$ cat config.mk
export PLATFORM = sky130hd
export DESIGN_NAME = laser_projector_full
export DESIGN_NICKNAME = d
export VERILOG_FILES = /design/src/rtl/laser_projector_pkg.sv /design/src/rtl/laser_projector_full_dac_spi_tx.sv /design/src/rtl/laser_projector_full.sv
export SDC_FILE = /design/constraint.sdc
export NUM_CORES = 1
export LEC_CHECK = 0
export BUFFER_PORTS_ARGS = -buffer_cell sky130_fd_sc_hd__buf_4
export CORE_ASPECT_RATIO = 0.6
export CORE_MARGIN = 2
export CORE_UTILIZATION = 55
export DETAILED_ROUTE_END_ITERATION = 10
export HOLD_SLACK_MARGIN = 0.08
export PLACE_DENSITY_LB_ADDON = 0.05
export SETUP_SLACK_MARGIN = 0.4
export SLEW_MARGIN = 20
export SYNTH_ARGS = -nofsm -noshare
export SYNTH_HDL_FRONTEND = slang
export SYNTH_SLANG_ARGS = --single-unit
$ cat constraint.sdc
create_clock -name clk -period 2.7 [get_ports clk]
set_input_delay 0.135 -clock clk [delete_from_list [all_inputs] [get_ports clk]]
set_output_delay 0.135 -clock clk [all_outputs]
set_load 0.005 [all_outputs]
$ cat src/rtl/laser_projector_pkg.sv
`default_nettype none
// +-------------------------------------------------------------------------+
// | laser_projector_pkg: point table, DAC command format and timing constants |
// | Revision: 1.0                                                            |
// +-------------------------------------------------------------------------+
package laser_projector_pkg;

  localparam int BIT_CLKS   = 4;
  localparam int DWELL_UNIT = 64;
  localparam int NUM_POINTS = 9;

  localparam logic [2:0]  DAC_CMD     = 3'b011;
  localparam logic        CH_X        = 1'b0;
  localparam logic        CH_Y        = 1'b1;
  localparam logic [11:0] PADDLE_UP   = 12'h600;
  localparam logic [11:0] PADDLE_DOWN = 12'h300;

  typedef enum logic [2:0] {
    ST_IDLE   = 3'd0,
    ST_X_WORD = 3'd1,
    ST_GAP    = 3'd2,
    ST_Y_WORD = 3'd3,
    ST_LATCH  = 3'd4,
    ST_DWELL  = 3'd5
  } proj_state_t;

  typedef enum logic [1:0] {
    TX_IDLE  = 2'd0,
    TX_SETUP = 2'd1,
    TX_SHIFT = 2'd2,
    TX_TAIL  = 2'd3
  } tx_state_t;

  function automatic logic [15:0] dac_word(input logic ch, input logic [11:0] data);
    return {ch, DAC_CMD, data};
  endfunction

  function automatic logic [11:0] point_x(input logic [3:0] idx);
    case (idx)
      4'd1, 4'd2: return 12'hE00;
      4'd5:       return 12'h500;
      4'd6:       return 12'h700;
      4'd7:       return 12'hB00;
      4'd8:       return 12'h900;
      default:    return 12'h200;
    endcase
  endfunction

  // Points 6 and 8 are the paddle bars; their height follows the synced buttons.
  function automatic logic [11:0] point_y(input logic [3:0] idx, input logic pl, input logic pr);
    case (idx)
      4'd2, 4'd3: return 12'hE00;
      4'd5, 4'd7: return 12'h400;
      4'd6:       return pl ? PADDLE_UP : PADDLE_DOWN;
      4'd8:       return pr ? PADDLE_UP : PADDLE_DOWN;
      default:    return 12'h200;
    endcase
  endfunction

  function automatic logic [2:0] point_rgb(input logic [3:0] idx);
    case (idx)
      4'd1, 4'd2, 4'd3, 4'd4: return 3'b010;
      4'd6, 4'd8:             return 3'b100;
      default:                return 3'b000;
    endcase
  endfunction

endpackage
`default_nettype wire

$ cat src/rtl/laser_projector_full_dac_spi_tx.sv
`default_nettype none
// +-------------------------------------------------------------------------+
// | dac_spi_tx: 16-bit mode-0 serializer, csn setup and hold of one clk each  |
// | Revision: 1.0                                                            |
// +-------------------------------------------------------------------------+
module dac_spi_tx (
  input  logic        clk,
  input  logic        reset,
  input  logic        start,
  input  logic [15:0] word,
  output logic        mosi,
  output logic        sclk,
  output logic        csn,
  output logic        done
);
  import laser_projector_pkg::*;

  localparam int PH_W = $clog2(BIT_CLKS);

  tx_state_t       state, state_nxt;
  logic [PH_W-1:0] phase;
  logic [3:0]      bit_cnt;
  logic [15:0]     shreg;
  logic            last_phase;

  assign last_phase = (phase == PH_W'(BIT_CLKS - 1));

  always_comb begin
    state_nxt = state;
    case (state)
      TX_IDLE:  if (start) state_nxt = TX_SETUP;
      TX_SETUP: state_nxt = TX_SHIFT;
      TX_SHIFT: if (last_phase && bit_cnt == 4'd15) state_nxt = TX_TAIL;
      TX_TAIL:  state_nxt = TX_IDLE;
      default:  state_nxt = TX_IDLE;
    endcase
  end

  always_ff @(posedge clk or negedge reset) begin
    if (!reset) begin
      state   <= TX_IDLE;
      phase   <= '0;
      bit_cnt <= '0;
      shreg   <= '0;
      done    <= 1'b0;
    end else begin
      state <= state_nxt;
      done  <= (state == TX_TAIL);
      case (state)
        TX_IDLE: if (start) begin
          shreg   <= word;
          phase   <= '0;
          bit_cnt <= '0;
        end
        TX_SHIFT: begin
          phase <= last_phase ? '0 : phase + 1'b1;
          // Next bit is presented on the same edge that drops sclk.
          if (last_phase) begin
            shreg   <= {shreg[14:0], 1'b0};
            bit_cnt <= bit_cnt + 4'd1;
          end
        end
        default: ;
      endcase
    end
  end

  assign csn  = (state == TX_IDLE);
  assign sclk = (state == TX_SHIFT) && (phase >= PH_W'(BIT_CLKS / 2));
  assign mosi = (state != TX_IDLE) && shreg[15];

endmodule
`default_nettype wire

$ cat src/rtl/laser_projector_full.sv
`default_nettype none
// +-------------------------------------------------------------------------+
// | laser_projector_full: walks a 9-point vector frame out to an X/Y DAC     |
// | Revision: 1.0                                                            |
// +-------------------------------------------------------------------------+
module laser_projector_full (
  input  logic       clk,
  input  logic       reset,
  input  logic [7:0] dip_sw,
  input  logic       paddle_l,
  input  logic       paddle_r,
  output logic [2:0] laser_rgb,
  output logic       dac_mosi,
  output logic       dac_sclk,
  output logic       dac_csn,
  output logic       dac_latchn,
  output logic [7:0] debug_led
);
  import laser_projector_pkg::*;

  localparam int DWELL_W = 10;

  logic               pl_meta, pl_sync, pr_meta, pr_sync;
  proj_state_t        state, state_nxt;
  logic [3:0]         point_idx, tgt_idx;
  logic               frame_toggle;
  logic [15:0]        y_word_q, tx_word;
  logic [2:0]         rgb_pt_q, laser_q;
  logic               latch_cnt;
  logic [DWELL_W-1:0] dwell_cnt;
  logic               x_start, gap_start, tx_start, tx_done;
  logic               unused_sw;

  assign unused_sw = ^dip_sw[6:4];

  always_ff @(posedge clk or negedge reset) begin
    if (!reset) begin
      pl_meta <= 1'b0;
      pl_sync <= 1'b0;
      pr_meta <= 1'b0;
      pr_sync <= 1'b0;
    end else begin
      pl_meta <= paddle_l;
      pl_sync <= pl_meta;
      pr_meta <= paddle_r;
      pr_sync <= pr_meta;
    end
  end

  assign tgt_idx = (state == ST_IDLE || point_idx == 4'(NUM_POINTS - 1)) ? 4'd0
                                                                          : point_idx + 4'd1;

  always_comb begin
    state_nxt = state;
    x_start   = 1'b0;
    gap_start = 1'b0;
    tx_word   = dac_word(CH_X, point_x(tgt_idx));
    case (state)
      ST_IDLE: begin
        x_start   = 1'b1;
        state_nxt = ST_X_WORD;
      end
      ST_X_WORD: if (tx_done) state_nxt = ST_GAP;
      ST_GAP: begin
        gap_start = 1'b1;
        tx_word   = y_word_q;
        state_nxt = ST_Y_WORD;
      end
      ST_Y_WORD: if (tx_done) state_nxt = ST_LATCH;
      ST_LATCH:  if (latch_cnt) state_nxt = ST_DWELL;
      ST_DWELL: if (dwell_cnt == '0) begin
        x_start   = 1'b1;
        state_nxt = ST_X_WORD;
      end
      default: state_nxt = ST_IDLE;
    endcase
  end

  assign tx_start = x_start | gap_start;

  always_ff @(posedge clk or negedge reset) begin
    if (!reset) begin
      state        <= ST_IDLE;
      point_idx    <= '0;
      frame_toggle <= 1'b0;
      y_word_q     <= '0;
      rgb_pt_q     <= '0;
      latch_cnt    <= 1'b0;
      dwell_cnt    <= '0;
      laser_q      <= '0;
    end else begin
      state <= state_nxt;
      // Paddle height is frozen for the whole point when its X word starts.
      if (x_start) begin
        point_idx <= tgt_idx;
        if (state == ST_DWELL && tgt_idx == 4'd0) frame_toggle <= ~frame_toggle;
        y_word_q <= dac_word(CH_Y, point_y(tgt_idx, pl_sync, pr_sync));
        rgb_pt_q <= point_rgb(tgt_idx);
      end
      latch_cnt <= (state == ST_LATCH) ? ~latch_cnt : 1'b0;
      if (state == ST_LATCH && latch_cnt)
        dwell_cnt <= DWELL_W'(DWELL_UNIT * (int'(dip_sw[3:0]) + 1) - 1);
      else if (state == ST_DWELL && dwell_cnt != '0)
        dwell_cnt <= dwell_cnt - 1'b1;
      if (state == ST_Y_WORD && tx_done)
        laser_q <= rgb_pt_q & ~{3{dip_sw[7]}};
      else if (dip_sw[7])
        laser_q <= 3'b000;
    end
  end

  dac_spi_tx u_dac_spi_tx (
    .clk   (clk),
    .reset (reset),
    .start (tx_start),
    .word  (tx_word),
    .mosi  (dac_mosi),
    .sclk  (dac_sclk),
    .csn   (dac_csn),
    .done  (tx_done)
  );

  assign laser_rgb  = laser_q;
  assign dac_latchn = (state != ST_LATCH);
  assign debug_led  = {point_idx, frame_toggle, pr_sync, pl_sync, ~dip_sw[7]};

endmodule
`default_nettype wire

==> summary.txt <==
IO Pins -> 27
die area -> 6140 um2
most frequent cells in the layout -> dfrtp_1, nand2_1, buf_4, nor2_1
total number of vias -> 2,499
most common cell after layout, fill and taps aside -> dfrtp_1
Cell Pwr Density -> 369 nW/um2
startpoint types -> flip-flop
MaxCap Viol Count -> 0
Core Util, Final -> 0.648
Tmin final -> 2.15 ns
vias in the first global route -> 2,186
initial DRC count -> 166
Seq cells post-synth -> 49
H-tree Lvls -> 2
vias per inst -> 5.92
global route total overflow -> 0
register area -> 1230 um2
main flop type after synthesis -> dfrtp_1
CTS tree -> done
area of the multi-input gates -> 1610 um2
Fillers -> 440
worst-case clock buffer depth -> 2
crit path DAT -> 2.36 ns
Syn Nets -> 357
row cnt -> 20
Post-Route WL -> 6570 um
Cell Area, Synth -> 3030 um2
DR pass1 iterations -> 5
total power -> 1240 uW
CP Max Fanout -> 9
core box area -> 5180 um2
Slew @ Worst Pin -> 0.808 ns
top sig layer -> met4
ys async rst share -> 1.00
min-delay src -> dip_sw[0]
RSZ-0062 raised after global routing -> no
Mapped Avg Cell Area -> 9.10 um2
post_cts resized -> 0
Reg-to-Reg End -> y_word_q[8]$_DFFE_PN0P_
R2R depth -> 7
warnings from Yosys -> 0
Post-route DRC -> 0
Max Slew Vio Count -> 0
reg-to-reg startpoint -> point_idx[0]$_DFFE_PN0P_
first-pass GRT wire length -> 10,800 um
number of antenna diodes -> 0
clk root buf -> clkbuf_8
met1 wire length -> 3410 um
share of the yosys chip area belonging to registers -> 0.404
all-layer global routing usage -> 0.228
starting density of the core -> 0.585
WL/cell -> 15.6 um
DP HPWL -> 4730 um
Hold Path Stages -> 3
Critical Path Source -> point_idx[0]$_DFFE_PN0P_
initial antenna violation count -> 0
met3 wire len -> 433 um
final hold vios -> 0
worst rel slew slack -> 0.457
Crit. End Element -> flip-flop
worst hold path type -> in2reg
Setup Crit Path Kind -> reg2reg
antenna viol nets, final -> 0
Syn Inst Count -> 333
post-synth cell types -> 63
Skew-Pair Late Insertion Delay -> 0.30 ns
status -> complete, no violations
number of flops mapped to enable cells by yosys -> 0
Setup-failing EPs final -> 0
layout cells sized above 1 -> 0.149
reg-to-reg setup timing slack -> 0.55 ns
Max IR drop VDD -> 0.208 mV
CP Data Required Time -> 2.91 ns
final worst-path cycle share -> 0.796
CTS Buf Count -> 5
Clock Sinks -> 49
Worst Hold Slack -> 0.147 ns
fmax -> 465 MHz
Clk pin slew, worst setup/hold paths -> 0.09 ns
largest net degree at the start of global routing -> 50
routed length on met2 -> 2690 um
Post-Route Setup TNS -> 0 ns
final net count -> 379
Layout area overhead -> 10.6%
Max Clock Skew -> 0.0107 ns
Die Ht -> 61.5 um
Pleak -> 0.00154 uW
GP Congestion -> 0.882
Port Buffer Count -> 22
die width -> 99.9 um
hold path endpoint -> dwell_cnt[6]$_DFFE_PN0P_
-- kinds of logic (layout without fill, tap and decap cells) --
| group | count (synthesis) | in the layout | share of synthesized area |
|---|---|---|---|
| buffers and inverters | 39 | 62 | 0.0656 |
| AOI/OAI and AO/OA | 84 | 84 | 0.196 |
| other | 1 | 1 | 0.00124 |
| muxes | 7 | 7 | 0.0239 |
| xor gates and xnor gates | 16 | 16 | 0.0462 |
| DFF | 49 | 49 | 0.404 |
| and+or+nand+nor | 125 | 125 | 0.213 |
| adders and majority gates | 12 | 12 | 0.0495 |
-- how the worst max path moves through the flow --
stage | to | slack (ns) | depth (start not counted)
after global placement | y_word_q[8]$_DFFE_PN0P_ | 0.59 | 7
final | y_word_q[8]$_DFFE_PN0P_ | 0.55 | 7
after floorplan | y_word_q[8]$_DFFE_PN0P_ | 0.75 | 7
after detailed placement | y_word_q[8]$_DFFE_PN0P_ | 0.60 | 7
after global routing | y_word_q[8]$_DFFE_PN0P_ | 0.41 | 7
after CTS | y_word_q[8]$_DFFE_PN0P_ | 0.56 | 7
-- synth_stat cells, drive strengths merged (3+ instances only) --
library cell / n / area (um2)
mux2i: 5 / 50.1
o41ai: 4 / 35.0
and3: 6 / 37.5
nand2: 34 / 128
nor4: 3 / 25.0
nor2b: 8 / 50.1
o21ai: 17 / 96.4
nand2b: 4 / 25.0
nand3b: 3 / 22.5
a21oi: 15 / 75.1
clkbuf: 8 / 30.0
xor2: 8 / 70.1
dfrtp: 49 / 1230
ha: 12 / 150
o211ai: 4 / 30.0
o31a: 3 / 27.5
o31ai: 10 / 75.1
a31oi: 5 / 31.3
a22o: 6 / 52.6
nand3: 9 / 45.0
nand4: 7 / 43.8
buf: 14 / 100
inv: 16 / 60.1
nor3: 9 / 45.0
xnor2: 8 / 70.1
o22ai: 3 / 18.8
nor2: 28 / 108
-- registers in the layout, indices dropped and copies added, names as in the netlist, 2 cells and up --
signal and count:
dwell_cnt 10, u_dac_spi_tx.shreg 8, y_word_q 5, point_idx 4, u_dac_spi_tx.bit_cnt 4, state 3, laser_rgb 2, rgb_pt_q 2
u_dac_spi_tx.phase 2, u_dac_spi_tx.state 2
-- final cells by class --
class                   count  share of cell area
multi-input cells         245               0.479
flip-flops and latches     49               0.366
repair buffers             38              0.0880
well taps                  66              0.0246
clock buffers               7              0.0228
inverters                  16              0.0179
clock inverters             1             0.00224
-- timing repair --
action / CTS / global route
hold endpoints to repair: 53 / 0
buffers inserted: 0 / 0
hold buffers: 4 / 0
-- metal layers --
| metal | vias up | global-route usage |
|---|---|---|
| li1 | 1231 | - |
| met1 | 1179 | 0.352 |
| met2 | 83 | 0.330 |
| met3 | 6 | 0.0533 |
| met4 | 0 | 0.0431 |
| met5 | - | 0 |
-- critical path, stage by stage (launching register included) --
cell and delay, ns:
dfrtp_1 0.35, inv_1 0.09, ha_1 0.48, inv_1 0.18
or4_1 0.53, o311ai_0 0.12, o31ai_1 0.13, o31ai_1 0.19
-- stage by stage --
step,setup slack [ns],instance area (um2),std cells
after floorplan,0.748,3030,333
after global placement,0.593,3230,410
after detailed placement,0.602,3230,410
after CTS,0.564,3350,422
after global routing,0.412,3350,422
final,0.550,3350,422
-- report_power, final --
group	internal (uW)	leakage, uW	switching [uW]
Combinational	29.2	0.000889	35.0
Sequential	740	0.000616	6.45
Clock	184	0.0000385	243
Total	953	0.00154	284
Note: power is estimated with default switching activity, not from simulation.
